### src/rtl/counter_run_if.sv
// counter_run_if
//   Bundles the button/mode inputs and the counter outputs of the
//   counter run controller.
//   master : drives btn_start, btn_stop, btn_dir, mode_bounce;
//            observes count, up_down, tick, running, at_limit
//   slave  : the controller itself (mirror of master)
interface counter_run_if #(
    parameter int WIDTH = 4
) ();
    logic             btn_start;
    logic             btn_stop;
    logic             btn_dir;
    logic             mode_bounce;
    logic [WIDTH-1:0] count;
    logic             up_down;
    logic             tick;
    logic             running;
    logic             at_limit;

    modport master (
        output btn_start, btn_stop, btn_dir, mode_bounce,
        input  count, up_down, tick, running, at_limit
    );

    modport slave (
        input  btn_start, btn_stop, btn_dir, mode_bounce,
        output count, up_down, tick, running, at_limit
    );
endinterface

### src/rtl/counter_run_controller.sv
// counter_run_controller
//   Run/pause/stop sequencer for the hex up/down counter feeding the
//   seven-segment decoder. A prescaler in the clock domain produces a
//   single-cycle tick per count step; no derived clocks.
//   Ports:
//     clock  : system clock
//     reset  : asynchronous, active-low reset
//     bus    : counter_run_if.slave
//              in : btn_start, btn_stop, btn_dir (raw, async), mode_bounce
//              out: count, up_down, tick, running (registered),
//                   at_limit (combinational)
//
//   state | meaning
//   ------+-----------------------------------------------------------
//   IDLE  | stopped, count 0 / direction up, prescaler held at 0
//   RUN   | prescaler advancing, count steps at each terminal count
//   PAUSE | frozen; prescaler keeps its partial period for resume
module counter_run_controller #(
    parameter int TICK_DIV = 50000000,
    parameter int WIDTH    = 4,
    parameter int MAX_VAL  = 15
) (
    input logic           clock,
    input logic           reset,
    counter_run_if.slave  bus
);
    localparam int PW = (TICK_DIV > 1) ? $clog2(TICK_DIV) : 1;

    localparam logic [PW-1:0]    PRESC_LAST = PW'(TICK_DIV - 1);
    localparam logic [PW-1:0]    PRESC_ONE  = PW'(1);
    localparam logic [WIDTH-1:0] MAX_C      = WIDTH'(MAX_VAL);
    localparam logic [WIDTH-1:0] ONE_C      = WIDTH'(1);

    typedef enum logic [1:0] {
        IDLE  = 2'd0,
        RUN   = 2'd1,
        PAUSE = 2'd2
    } state_t;

    state_t           state;
    logic [PW-1:0]    presc;
    logic [WIDTH-1:0] count_q;
    logic             up_down_q;
    logic             tick_q;
    logic             running_q;

    // [0],[1] form the synchronizer; [2] is the edge-detect history.
    logic [2:0] start_sync;
    logic [2:0] stop_sync;
    logic [2:0] dir_sync;

    logic start_press;
    logic stop_press;
    logic dir_press;

    logic [WIDTH-1:0] step_count;
    logic             step_dir;

    always_ff @(posedge clock or negedge reset) begin
        if (!reset) begin
            start_sync <= '0;
            stop_sync  <= '0;
            dir_sync   <= '0;
        end else begin
            start_sync <= {start_sync[1:0], bus.btn_start};
            stop_sync  <= {stop_sync[1:0],  bus.btn_stop};
            dir_sync   <= {dir_sync[1:0],   bus.btn_dir};
        end
    end

    assign start_press = start_sync[1] & ~start_sync[2];
    assign stop_press  = stop_sync[1]  & ~stop_sync[2];
    assign dir_press   = dir_sync[1]   & ~dir_sync[2];

    // Next count/direction for a step, taken from the pre-edge direction.
    // Bounce mode reflects off the bounds instead of wrapping.
    always_comb begin
        step_count = count_q;
        step_dir   = up_down_q;
        if (up_down_q) begin
            if (count_q == MAX_C) begin
                if (bus.mode_bounce) begin
                    step_count = MAX_C - ONE_C;
                    step_dir   = 1'b0;
                end else begin
                    step_count = '0;
                end
            end else begin
                step_count = count_q + ONE_C;
            end
        end else begin
            if (count_q == '0) begin
                if (bus.mode_bounce) begin
                    step_count = ONE_C;
                    step_dir   = 1'b1;
                end else begin
                    step_count = MAX_C;
                end
            end else begin
                step_count = count_q - ONE_C;
            end
        end
    end

    always_ff @(posedge clock or negedge reset) begin
        if (!reset) begin
            state     <= IDLE;
            presc     <= '0;
            count_q   <= '0;
            up_down_q <= 1'b1;
            tick_q    <= 1'b0;
            running_q <= 1'b0;
        end else begin
            tick_q <= 1'b0;
            case (state)
                IDLE: begin
                    presc <= '0;
                    // stop wins over a simultaneous start
                    if (start_press && !stop_press) begin
                        state     <= RUN;
                        running_q <= 1'b1;
                    end
                end
                RUN: begin
                    if (presc == PRESC_LAST) begin
                        presc     <= '0;
                        tick_q    <= 1'b1;
                        count_q   <= step_count;
                        up_down_q <= step_dir ^ dir_press;
                    end else begin
                        presc     <= presc + PRESC_ONE;
                        up_down_q <= up_down_q ^ dir_press;
                    end
                    // a stop on the terminal cycle still lets the step land
                    if (stop_press) begin
                        state     <= PAUSE;
                        running_q <= 1'b0;
                    end
                end
                PAUSE: begin
                    up_down_q <= up_down_q ^ dir_press;
                    if (stop_press) begin
                        state     <= IDLE;
                        count_q   <= '0;
                        up_down_q <= 1'b1;
                    end else if (start_press) begin
                        state     <= RUN;
                        running_q <= 1'b1;
                    end
                end
                default: begin
                    state     <= IDLE;
                    running_q <= 1'b0;
                end
            endcase
        end
    end

    assign bus.count    = count_q;
    assign bus.up_down  = up_down_q;
    assign bus.tick     = tick_q;
    assign bus.running  = running_q;
    assign bus.at_limit = (up_down_q && (count_q == MAX_C)) ||
                          (!up_down_q && (count_q == '0));
endmodule
### src/flat_wrapper.sv
// flat-port wrapper written by rule: the top's interface ports become plain ports
module counter_run_controller_flat 
#(
    parameter int TICK_DIV = 50000000,
    parameter int WIDTH    = 4,
    parameter int MAX_VAL  = 15
)
  (clock, reset, bus_btn_start, bus_btn_stop, bus_btn_dir, bus_mode_bounce, bus_count, bus_up_down, bus_tick, bus_running, bus_at_limit);
  counter_run_if #(.WIDTH(WIDTH)) bus_i ();
  input logic clock;
  input logic reset;
  input wire logic [$bits(bus_i.btn_start)-1:0] bus_btn_start;
  input wire logic [$bits(bus_i.btn_stop)-1:0] bus_btn_stop;
  input wire logic [$bits(bus_i.btn_dir)-1:0] bus_btn_dir;
  input wire logic [$bits(bus_i.mode_bounce)-1:0] bus_mode_bounce;
  output wire logic [$bits(bus_i.count)-1:0] bus_count;
  output wire logic [$bits(bus_i.up_down)-1:0] bus_up_down;
  output wire logic [$bits(bus_i.tick)-1:0] bus_tick;
  output wire logic [$bits(bus_i.running)-1:0] bus_running;
  output wire logic [$bits(bus_i.at_limit)-1:0] bus_at_limit;
  assign bus_i.btn_start = bus_btn_start;
  assign bus_i.btn_stop = bus_btn_stop;
  assign bus_i.btn_dir = bus_btn_dir;
  assign bus_i.mode_bounce = bus_mode_bounce;
  assign bus_count = bus_i.count;
  assign bus_up_down = bus_i.up_down;
  assign bus_tick = bus_i.tick;
  assign bus_running = bus_i.running;
  assign bus_at_limit = bus_i.at_limit;
  counter_run_controller #(.TICK_DIV(TICK_DIV), .WIDTH(WIDTH), .MAX_VAL(MAX_VAL)) u_core (.clock(clock), .reset(reset), .bus(bus_i));
endmodule
### config.mk
export PLATFORM = sky130hd
export DESIGN_NAME = counter_run_controller_flat
export DESIGN_NICKNAME = d
export VERILOG_FILES = /design/src/rtl/counter_run_if.sv /design/src/rtl/counter_run_controller.sv /design/src/flat_wrapper.sv
export SDC_FILE = /design/constraint.sdc
export NUM_CORES = 1
export LEC_CHECK = 0
export BUFFER_PORTS_ARGS = -buffer_cell sky130_fd_sc_hd__buf_4
export CORE_MARGIN = 2
export CORE_UTILIZATION = 45
export DETAILED_ROUTE_END_ITERATION = 10
export PLACE_DENSITY_LB_ADDON = 0.3
export SLEW_MARGIN = 15
export SYNTH_ARGS = -nofsm -noshare
export SYNTH_HDL_FRONTEND = slang
export SYNTH_SLANG_ARGS = --single-unit
export TNS_END_PERCENT = 20
### constraint.sdc
create_clock -name clock -period 5.6 [get_ports clock]
set_input_delay 0.84 -clock clock [delete_from_list [all_inputs] [get_ports clock]]
set_output_delay 0.84 -clock clock [all_outputs]
set_load 0.02 [all_outputs]
==> out/results.ini, run 1 <==
[setup_path]
slowest_delay_ns = 0.49
reg2reg_slack_ns = 2.92
worstPathArrival_ns = 1.93
critPathRequiredTime_ns = 4.76
crit_chain = inv_1 -> ha_1 -> or3b_2 -> mux2i_1 -> buf_4
path_buf_inv = 2
crit_path_max_fanout = 10
critical_path.slowest_cell = dfrtp_1
path_class = flip-flop to primary output
cp-end-kind = primary output
cpLargestDelayFamily = flip-flops
startpoint_type = flip-flop

[sta]
post-route-period-util = 0.495
worstMarginPinSlew_ns = 1.14
fmax_mhz = 361
layout_min_cycle_time_ns = 2.77
fin_worst_skew_ns = 0.00847
rsz0062_at_grt = no
slew_viol_final = 0
hold_viol = 0
fin_setup_tns_ns = 0
slew-limit-headroom = 0.239
setup_viol = 0

[finish]
diodes = 0
nets = 289
fin_area_um2 = 2720
n_fill_cell = 505
final_common_cell = dfrtp_1
mostFrequentLayoutCells = 43 x dfrtp_1, 25 x nand2_1, 17 x nor2_1, 17 x a21oi_1, 15 x a31oi_1
layout-drive-gt1-share = 0.0975
final_util = 0.504
syn2layout_area_growth_pct = 9.56

[synth]
synth_edf_count = 0
synthSimpleGateAreaFrac = 0.238
yosysWarnings = 0
ys_seq_area_frac = 0.443
synth_top_family_by_area = simple AND/OR/NAND/NOR gates
avgSynthCellArea_um2 = 9.14
synth_compound_area_frac = 0.189
syn-cell-area_um2 = 2490
synth_nets = 285
synth_fa_ha_area_frac = 0.0352
synthXorXnorAreaFrac = 0.0282
synth-main-ff-cell = dfrtp_1
synth_cell_type_count = 50
synthMuxAreaShare = 0.0166
syn_inst = 272
ys_ff_latch = 44
async_flop_share = 1.00

[clock_tree]
cts_tree = built
cts-root-buf = clkbuf_8
cts_setup_buffers = 0
cts_buffer_depth = 2
htreeDepth = 2
clkLatencyLatePin_ns = 0.30
cts_made_buffers = 5
post_cts_resized = 0
cts.reportedPaths.clkPinSlew_ns = 0.09
hold_buffers = 0
cts_sinks = 44

[power]
p_leak_uw = 0.00115
power_density_nw_per_um2 = 436
vdd_drop_max_v = 0.000277

[route]
avgRoutedWirePerCell_um = 15.0
drt_iter0_drc = 143
via_per_inst = 5.91
antenna_left = 0
drt-total-wl_um = 5250
vias = 2064
drc = 0
drtPass1Iterations = 4

[floorplan]
start_util = 0.460
fp.dieH_um = 78.3
dieArea_um2 = 6140
die_w_um = 78.3
num_rows = 27
ioPinCount = 14
core_um2 = 5410

[grt]
grt.overflow.total = 0
grt_start_max_net_pins = 45
grt_pass1_vias = 1902
grt_use_total = 0.188
antenna_found_initial = 0
grt_pass1_wl_um = 9200

[placed_design]
dpl.hpwl_um = 3450
placed_cell_area_um2 = 2600
gp_congestion = 0.807
portBuffers = 13

[worst_hold_path]
hold_path.class = flip-flop to flip-flop

[status]
outcome = complete, no violations

[flow_run]
maxCapViolations = 0

## area by class of cell
class	count	area (um2)	share of cell area
timing repair buffer	14	105	0.0386
clock inverter	2	38.8	0.0142
multi-input combinational	201	1270	0.465
sequential	44	1100	0.405
clock buffer	6	82.6	0.0303
tap	72	90.1	0.0331
inverter	10	37.5	0.0138
## cell usage after synthesis (3+ instances only)
cell type  instances  area share
nand4_1           12       0.030
mux2i_1            3       0.012
nor2_1            17       0.026
xor2_1             3       0.011
dfrtp_1           43        0.43
nand2_1           25       0.038
o41ai_1            3       0.011
a21o_1             5       0.015
buf_2              6       0.012
and4_1             5       0.018
nor4_1             4       0.010
clkbuf_1           8       0.012
o21ai_0           13       0.026
inv_1             10       0.015
nor3_1             7       0.014
xnor2_1            5       0.018
a31oi_1           15       0.038
and3_1             5       0.013
nand3_1           11       0.022
or3_1              4       0.010
a21oi_1           17       0.034
nand2b_1           4       0.010
and2_1             5       0.013
ha_1               7       0.035
a41oi_1            4       0.014
## flip-flops by register name, indices dropped and copies added, names as in the netlist, 2 cells and up
register,flops
u_core.dir_sync,3
u_core.state,2
u_core.stop_sync,3
u_core.presc,26
u_core.start_sync,3
u_core.bus.count,4
## worst paths after layout
path,endpoint,from,depth (start not counted)
max,bus_at_limit,u_core.bus.count[0]$_DFFE_PN0P_,5
max reg2reg,u_core.presc[22]$_DFFE_PN0P_,u_core.presc[0]$_DFFE_PN0P_,6
max in group asynchronous,u_core.bus.up_down$_DFFE_PN1P_,reset,1
min reg2reg,u_core.start_sync[1]$_DFF_PN0_,u_core.start_sync[0]$_DFF_PN0_,0
min,u_core.start_sync[1]$_DFF_PN0_,u_core.start_sync[0]$_DFF_PN0_,0
min in group asynchronous,u_core.dir_sync[2]$_DFF_PN0_,reset,1
## layer usage
metal	routed length, um	up-vias	GRT usage
met2	2330	44	0.274
met5	0	-	0
li1	-	1014	-
met3	221	9	0.0345
met1	2610	997	0.286
met4	87	0	0.0561
## per-stage QoR
step | worst slack, ns | hold WS [ns] | total power (uW) | instances
6_report | 2.83 | 0.363 | 1190 | 349
4_1_cts | 2.82 | 0.367 | 1190 | 349
5_1_grt | 2.65 | 0.371 | 1280 | 349
3_3_place_gp | 3.07 | 0.334 | 922 | 341
2_1_floorplan | 3.10 | 0.331 | 805 | 272
3_5_place_dp | 2.96 | 0.346 | 929 | 341
## power by group
group | internal [uW] | total, uW | switching, uW
Combinational | 196 | 495 | 299
Sequential | 359 | 436 | 76.6
Clock | 146 | 257 | 111
## kinds of logic after synthesis
logic type / after synthesis
compound gates: 72
xor+xnor: 8
fa+ha+maj: 7
buf+inv: 27
flops: 44
mux: 4
simple gates: 110
No activity file was read; power rests on OpenSTA's default activity.
==> inputs of run 2 (changes only) <==
==> constraint.sdc (replaced) <==
create_clock -name clock -period 2.55 [get_ports clock]
set_input_delay 0.3825 -clock clock [delete_from_list [all_inputs] [get_ports clock]]
set_output_delay 0.3825 -clock clock [all_outputs]
set_load 0.02 [all_outputs]
==> run 2 against run 1 <==
Against the previous run:
- flip-flop and latch count is the same
- clock power grew 70%
- sequential power grew 120%
- critical path type unchanged
- critical endpoint unchanged
- largest cell class unchanged
- largest power group unchanged
==> out/results.ini, run 2 (same netlist as run 1, synthesis figures left out) <==
[grt]
grt_pass1_vias = 1987  ; +4.5%
grt_pass1_wl_um = 9360  ; +1.7%
grt.overflow.total = 0  ; unchanged
antenna_found_initial = 0  ; unchanged
grt_start_max_net_pins = 45  ; unchanged
grt_use_total = 0.189  ; +0.000675

[clock_tree]
cts_sinks = 44  ; unchanged
htreeDepth = 2  ; unchanged
cts_tree = built
clkLatencyLatePin_ns = 0.30  ; about the same
cts.reportedPaths.clkPinSlew_ns = 0.09  ; about the same
cts_made_buffers = 5  ; unchanged
cts-root-buf = clkbuf_8
cts_buffer_depth = 2  ; unchanged
post_cts_resized = 0  ; unchanged

[flow_run]
maxCapViolations = 0  ; unchanged

[sta]
slew-limit-headroom = 0.636  ; +0.397
fin_worst_skew_ns = 0.00939  ; +0.000924 ns
hold_viol = 0  ; unchanged
fin_setup_tns_ns = 0  ; unchanged
rsz0062_at_grt = no
slew_viol_final = 0  ; unchanged
setup_viol = 0  ; unchanged
post-route-period-util = 0.906
fmax_mhz = 433
worstMarginPinSlew_ns = 0.545  ; -0.596 ns
layout_min_cycle_time_ns = 2.31

[route]
drt_iter0_drc = 145  ; +1.4%
via_per_inst = 5.95  ; +0.60%
drtPass1Iterations = 4  ; unchanged
avgRoutedWirePerCell_um = 14.9  ; -0.70%
drc = 0  ; unchanged
drt-total-wl_um = 5300  ; +1.0%
vias = 2112  ; +2.3%
antenna_left = 0  ; unchanged

[floorplan]
ioPinCount = 14  ; unchanged
dieArea_um2 = 6140  ; unchanged
fp.dieH_um = 78.3  ; unchanged
num_rows = 27  ; unchanged
start_util = 0.460  ; unchanged
core_um2 = 5410  ; unchanged
die_w_um = 78.3  ; unchanged

[setup_path]
worstPathArrival_ns = 1.93  ; about the same
critPathRequiredTime_ns = 2.17  ; -2.59 ns
cp-end-kind = primary output
startpoint_type = flip-flop
crit_path_max_fanout = 10  ; unchanged
path_class = flip-flop to primary output

[finish]
syn2layout_area_growth_pct = 10.0
layout-drive-gt1-share = 0.117  ; +0.0191
diodes = 0  ; unchanged
final_common_cell = dfrtp_1
final_util = 0.506  ; +0.00208
largest_reg_flops = 26  ; unchanged
mostFrequentLayoutCells = 43 x dfrtp_1, 25 x nand2_1, 20 x buf_4
fin_area_um2 = 2740  ; +0.41%
nets = 295  ; +2.1%
top_register = u_core.presc

[power]
power_density_nw_per_um2 = 917  ; +110%
p_leak_uw = 0.00117  ; +1.6%
vdd_drop_max_v = 0.000585  ; +110%

[status]
outcome = complete, no violations

[worst_hold_path]
hold_path.class = input port to asynchronous set/reset pin

[placed_design]
gp_congestion = 0.797  ; -1.2%
placed_cell_area_um2 = 2650  ; +1.7%
portBuffers = 13  ; unchanged
dpl.hpwl_um = 3600  ; +4.2%

## run 2: per-stage QoR
step / total power, uW / hold slack, ns / std cells / setup WS (ns)
2_1_floorplan: 1770 / 0.0869 / 272 / 0.477
3_3_place_gp: 2050 / 0.333 / 347 / 0.253
3_5_place_dp: 2080 / 0.337 / 347 / 0.178
6_report: 2510 / 0.0674 / 355 / 0.239
4_1_cts: 2530 / 0.0827 / 355 / 0.163
5_1_grt: 2710 / 0.116 / 355 / 0.0361
## run 2: cell type report
type / count / area (um2)
Inverter: 10 / 37.5
Timing Repair Buffer: 20 / 150
Clock inverter: 3 / 18.8
Fill cell: 522 / 2670
Multi-Input combinational cell: 201 / 1270
Tap cell: 72 / 90.1
Sequential cell: 44 / 1100
Clock buffer: 5 / 68.8
## run 2: repair_timing
| item | CTS | global route |
|---|---|---|
| buffers inserted | 0 | 0 |
| hold buffers | 0 | 0 |
| endpoints found under the setup margin | 0 | 4 |
## run 2: power by group
part	total [uW]	switching [uW]	internal, uW
Clock	436	245	191
Combinational	1110	656	458
Sequential	956	167	789
Total	2510	1070	1440
## run 2: worst max-delay path, stage by stage (launching register included)
cell and delay, ns:
dfrtp_1 0.49, inv_1 0.12, ha_1 0.23, or3b_2 0.50, mux2i_1 0.14, buf_4 0.16
## run 2: final timing paths
path	to	start	cells after the start	slack, ns
setup / recovery	bus_at_limit	u_core.bus.count[0]$_DFFE_PN0P_	5	0.24
hold / removal	u_core.dir_sync[0]$_DFF_PN0_	reset	1	0.07
setup reg to reg	u_core.bus.count[2]$_DFFE_PN0P_	u_core.presc[0]$_DFFE_PN0P_	6	0.27
hold reg to reg	u_core.stop_sync[1]$_DFF_PN0_	u_core.stop_sync[0]$_DFF_PN0_	0	0.35
max in group asynchronous	u_core.presc[11]$_DFFE_PN0P_	reset	1	2.11
min in group clock	u_core.dir_sync[0]$_DFF_PN0_	bus_btn_dir	1	0.18
## run 2: routing by layer
layer  GRT usage  up-vias  share of wire
li1            -     1033              -
met1       0.277     1034           0.48
met2       0.290       39           0.47
met3      0.0287        6          0.038
met4      0.0579        0          0.011
met5           0        -              0
==> inputs of run 3 (changes only) <==
--- a/config.mk
+++ b/config.mk
@@ -9,7 +9,7 @@
 export CORE_MARGIN = 2
 export CORE_UTILIZATION = 45
 export DETAILED_ROUTE_END_ITERATION = 10
-export PLACE_DENSITY_LB_ADDON = 0.3
+export PLACE_DENSITY = 0.74
 export SLEW_MARGIN = 15
 export SYNTH_ARGS = -nofsm -noshare
 export SYNTH_HDL_FRONTEND = slang
==> run 3 against run 2 <==
Against the previous run:
- combinational power increased by 5%
- maximum frequency is 1.3% higher
- die area is the same
- sequential share of layout area shrank 0.42 points
- largest cell class unchanged
- largest power group unchanged
==> out/results.ini, run 3 (same netlist as run 1, synthesis figures left out) <==
[status]
outcome = complete, no violations

[setup_path]
crit_path_max_fanout = 6  ; -4
cpLargestDelayFamily = simple AND/OR/NAND/NOR gates
cp-startpoint = u_core.presc[0]$_DFFE_PN0P_
worstPathArrival_ns = 2.46  ; +0.53 ns
endpoint = u_core.bus.count[2]$_DFFE_PN0P_
r2r-start = u_core.presc[0]$_DFFE_PN0P_
reg2reg_slack_ns = 0.27  ; about the same
critPathRequiredTime_ns = 2.73  ; +0.56 ns
cp.depth = 6  ; +1
critical_path.slowest_cell = o41ai_1
path_buf_inv = 0  ; -2
crit_chain = ha_1 -> and3_1 -> nand4_1 -> o41ai_1 -> nand3_1 -> mux2_1
worstRegToRegCells = 6  ; unchanged
path_class = flip-flop to flip-flop
slowest_delay_ns = 0.59  ; +0.09 ns
rr_endpoint = u_core.bus.count[2]$_DFFE_PN0P_
cp-end-kind = flip-flop
startpoint_type = flip-flop

[finish]
syn2layout_area_growth_pct = 11.2
layout-drive-gt1-share = 0.122  ; +0.00534
final_util = 0.511  ; +0.00532
n_fill_cell = 507  ; -2.9%
fin_cells = 359  ; +1.1%
ff_latch_area_um2 = 1100  ; unchanged
mostFrequentLayoutCells = 43 x dfrtp_1, 25 x nand2_1, 24 x buf_4
multiInputGateArea_um2 = 1260  ; -0.59%
largest_reg_flops = 26  ; unchanged
top_register = u_core.presc
nets = 299  ; +1.4%
diodes = 0  ; unchanged
final_common_cell = dfrtp_1

[sta]
post-route-period-util = 0.895  ; -0.0117
layout_min_cycle_time_ns = 2.28  ; -0.0298 ns
fin_worst_skew_ns = 0.00926  ; -0.000135 ns
setup_viol = 0  ; unchanged
fmax_mhz = 438  ; +1.3%
slew_viol_final = 0  ; unchanged
rsz0062_at_grt = no
worstMarginPinSlew_ns = 0.550  ; +0.00486 ns
fin_setup_tns_ns = 0  ; unchanged
slew-limit-headroom = 0.633  ; -0.00324
hold_viol = 0  ; unchanged

[clock_tree]
hold_buffers = 0  ; unchanged
cts_sinks = 44  ; unchanged
cts_tree = built
clkLatencyLatePin_ns = 0.30  ; about the same
cts.reportedPaths.clkPinSlew_ns = 0.09  ; about the same
cts_setup_buffers = 0  ; unchanged
cts_made_buffers = 5  ; unchanged
cts-root-buf = clkbuf_8
post_cts_resized = 0  ; unchanged
htreeDepth = 2  ; unchanged
cts_buffer_depth = 2  ; unchanged

[route]
via_per_inst = 5.95  ; about the same
drtPass1Iterations = 4  ; unchanged
vias = 2135  ; +1.1%
drt-total-wl_um = 5430  ; +2.4%
avgRoutedWirePerCell_um = 15.1  ; +1.2%
drc = 0  ; unchanged
drt_iter0_drc = 153  ; +5.5%
antenna_left = 0  ; unchanged

[power]
power_density_nw_per_um2 = 926  ; +1.1%
p_leak_uw = 0.00119  ; +1.3%
vdd_drop_max_v = 0.000464  ; -21%

[floorplan]
dieArea_um2 = 6140  ; unchanged
num_rows = 27  ; unchanged
start_util = 0.460  ; unchanged
ioPinCount = 14  ; unchanged
core_um2 = 5410  ; unchanged
die_w_um = 78.3  ; unchanged
fp.dieH_um = 78.3  ; unchanged

[grt]
use_met2 = 0.295  ; +0.00517
met1_usage = 0.259  ; -0.0174
grt_use_total = 0.187  ; -0.00163
antenna_found_initial = 0  ; unchanged
grt_pass1_vias = 1931  ; -2.8%
busiest_layer = met2
grt_pass1_wl_um = 9220  ; -1.5%
use_met3 = 0.0322  ; +0.00345
grt_start_max_net_pins = 45  ; unchanged
grt.overflow.total = 0  ; unchanged

[worst_hold_path]
hold_path.class = input port to asynchronous set/reset pin

[flow_run]
maxCapViolations = 0  ; unchanged

[placed_design]
gp_congestion = 0.826  ; +3.6%
dp.cells = 351  ; +1.2%
dpl.hpwl_um = 3680  ; +2.3%
portBuffers = 13  ; unchanged

-- run 3: stage by stage --
step | hold slack (ns) | worst slack, ns | total power (uW) | area [um2]
floorplan | 0.0869 | 0.477 | 1770 | 2490
global placement | 0.333 | 0.339 | 2070 | 2670
detailed placement | 0.335 | 0.333 | 2100 | 2670
CTS | 0.0929 | 0.292 | 2560 | 2760
global route | 0.107 | 0.108 | 2760 | 2760
finish | 0.0656 | 0.268 | 2560 | 2760
-- run 3: final cells by class --
| type | instances | share of cell area |
|---|---|---|
| multi-input cells | 201 | 0.456 |
| clock buffers | 7 | 0.0312 |
| inverters | 10 | 0.0136 |
| clock inverters | 1 | 0.00272 |
| repair buffers | 24 | 0.0652 |
| well taps | 72 | 0.0326 |
| flip-flops and latches | 44 | 0.399 |
-- run 3: per-layer routing --
| metal | routed length (um) | vias up | share of wire |
|---|---|---|---|
| li1 | - | 1037 | - |
| met2 | 2540 | 59 | 0.47 |
| met5 | 0 | - | 0 |
| met3 | 252 | 8 | 0.046 |
| met1 | 2540 | 1031 | 0.47 |
| met4 | 94 | 0 | 0.017 |
-- run 3: worst min path at each step --
stage	cells past startpoint	to	startpoint	slack (ns)
3_3_place_gp	0	u_core.stop_sync[1]$_DFF_PN0_	u_core.stop_sync[0]$_DFF_PN0_	0.33
5_1_grt	1	u_core.presc[23]$_DFFE_PN0P_	reset	0.11
3_5_place_dp	0	u_core.dir_sync[1]$_DFF_PN0_	u_core.dir_sync[0]$_DFF_PN0_	0.33
2_1_floorplan	0	u_core.bus.count[0]$_DFFE_PN0P_	reset	0.09
4_1_cts	1	u_core.presc[23]$_DFFE_PN0P_	reset	0.09
6_report	1	u_core.presc[23]$_DFFE_PN0P_	reset	0.07
-- run 3: power by group --
part           switching, uW  internal (uW)
combinational            695            472
sequential               148            790
clock                    235            220
total                   1080           1480
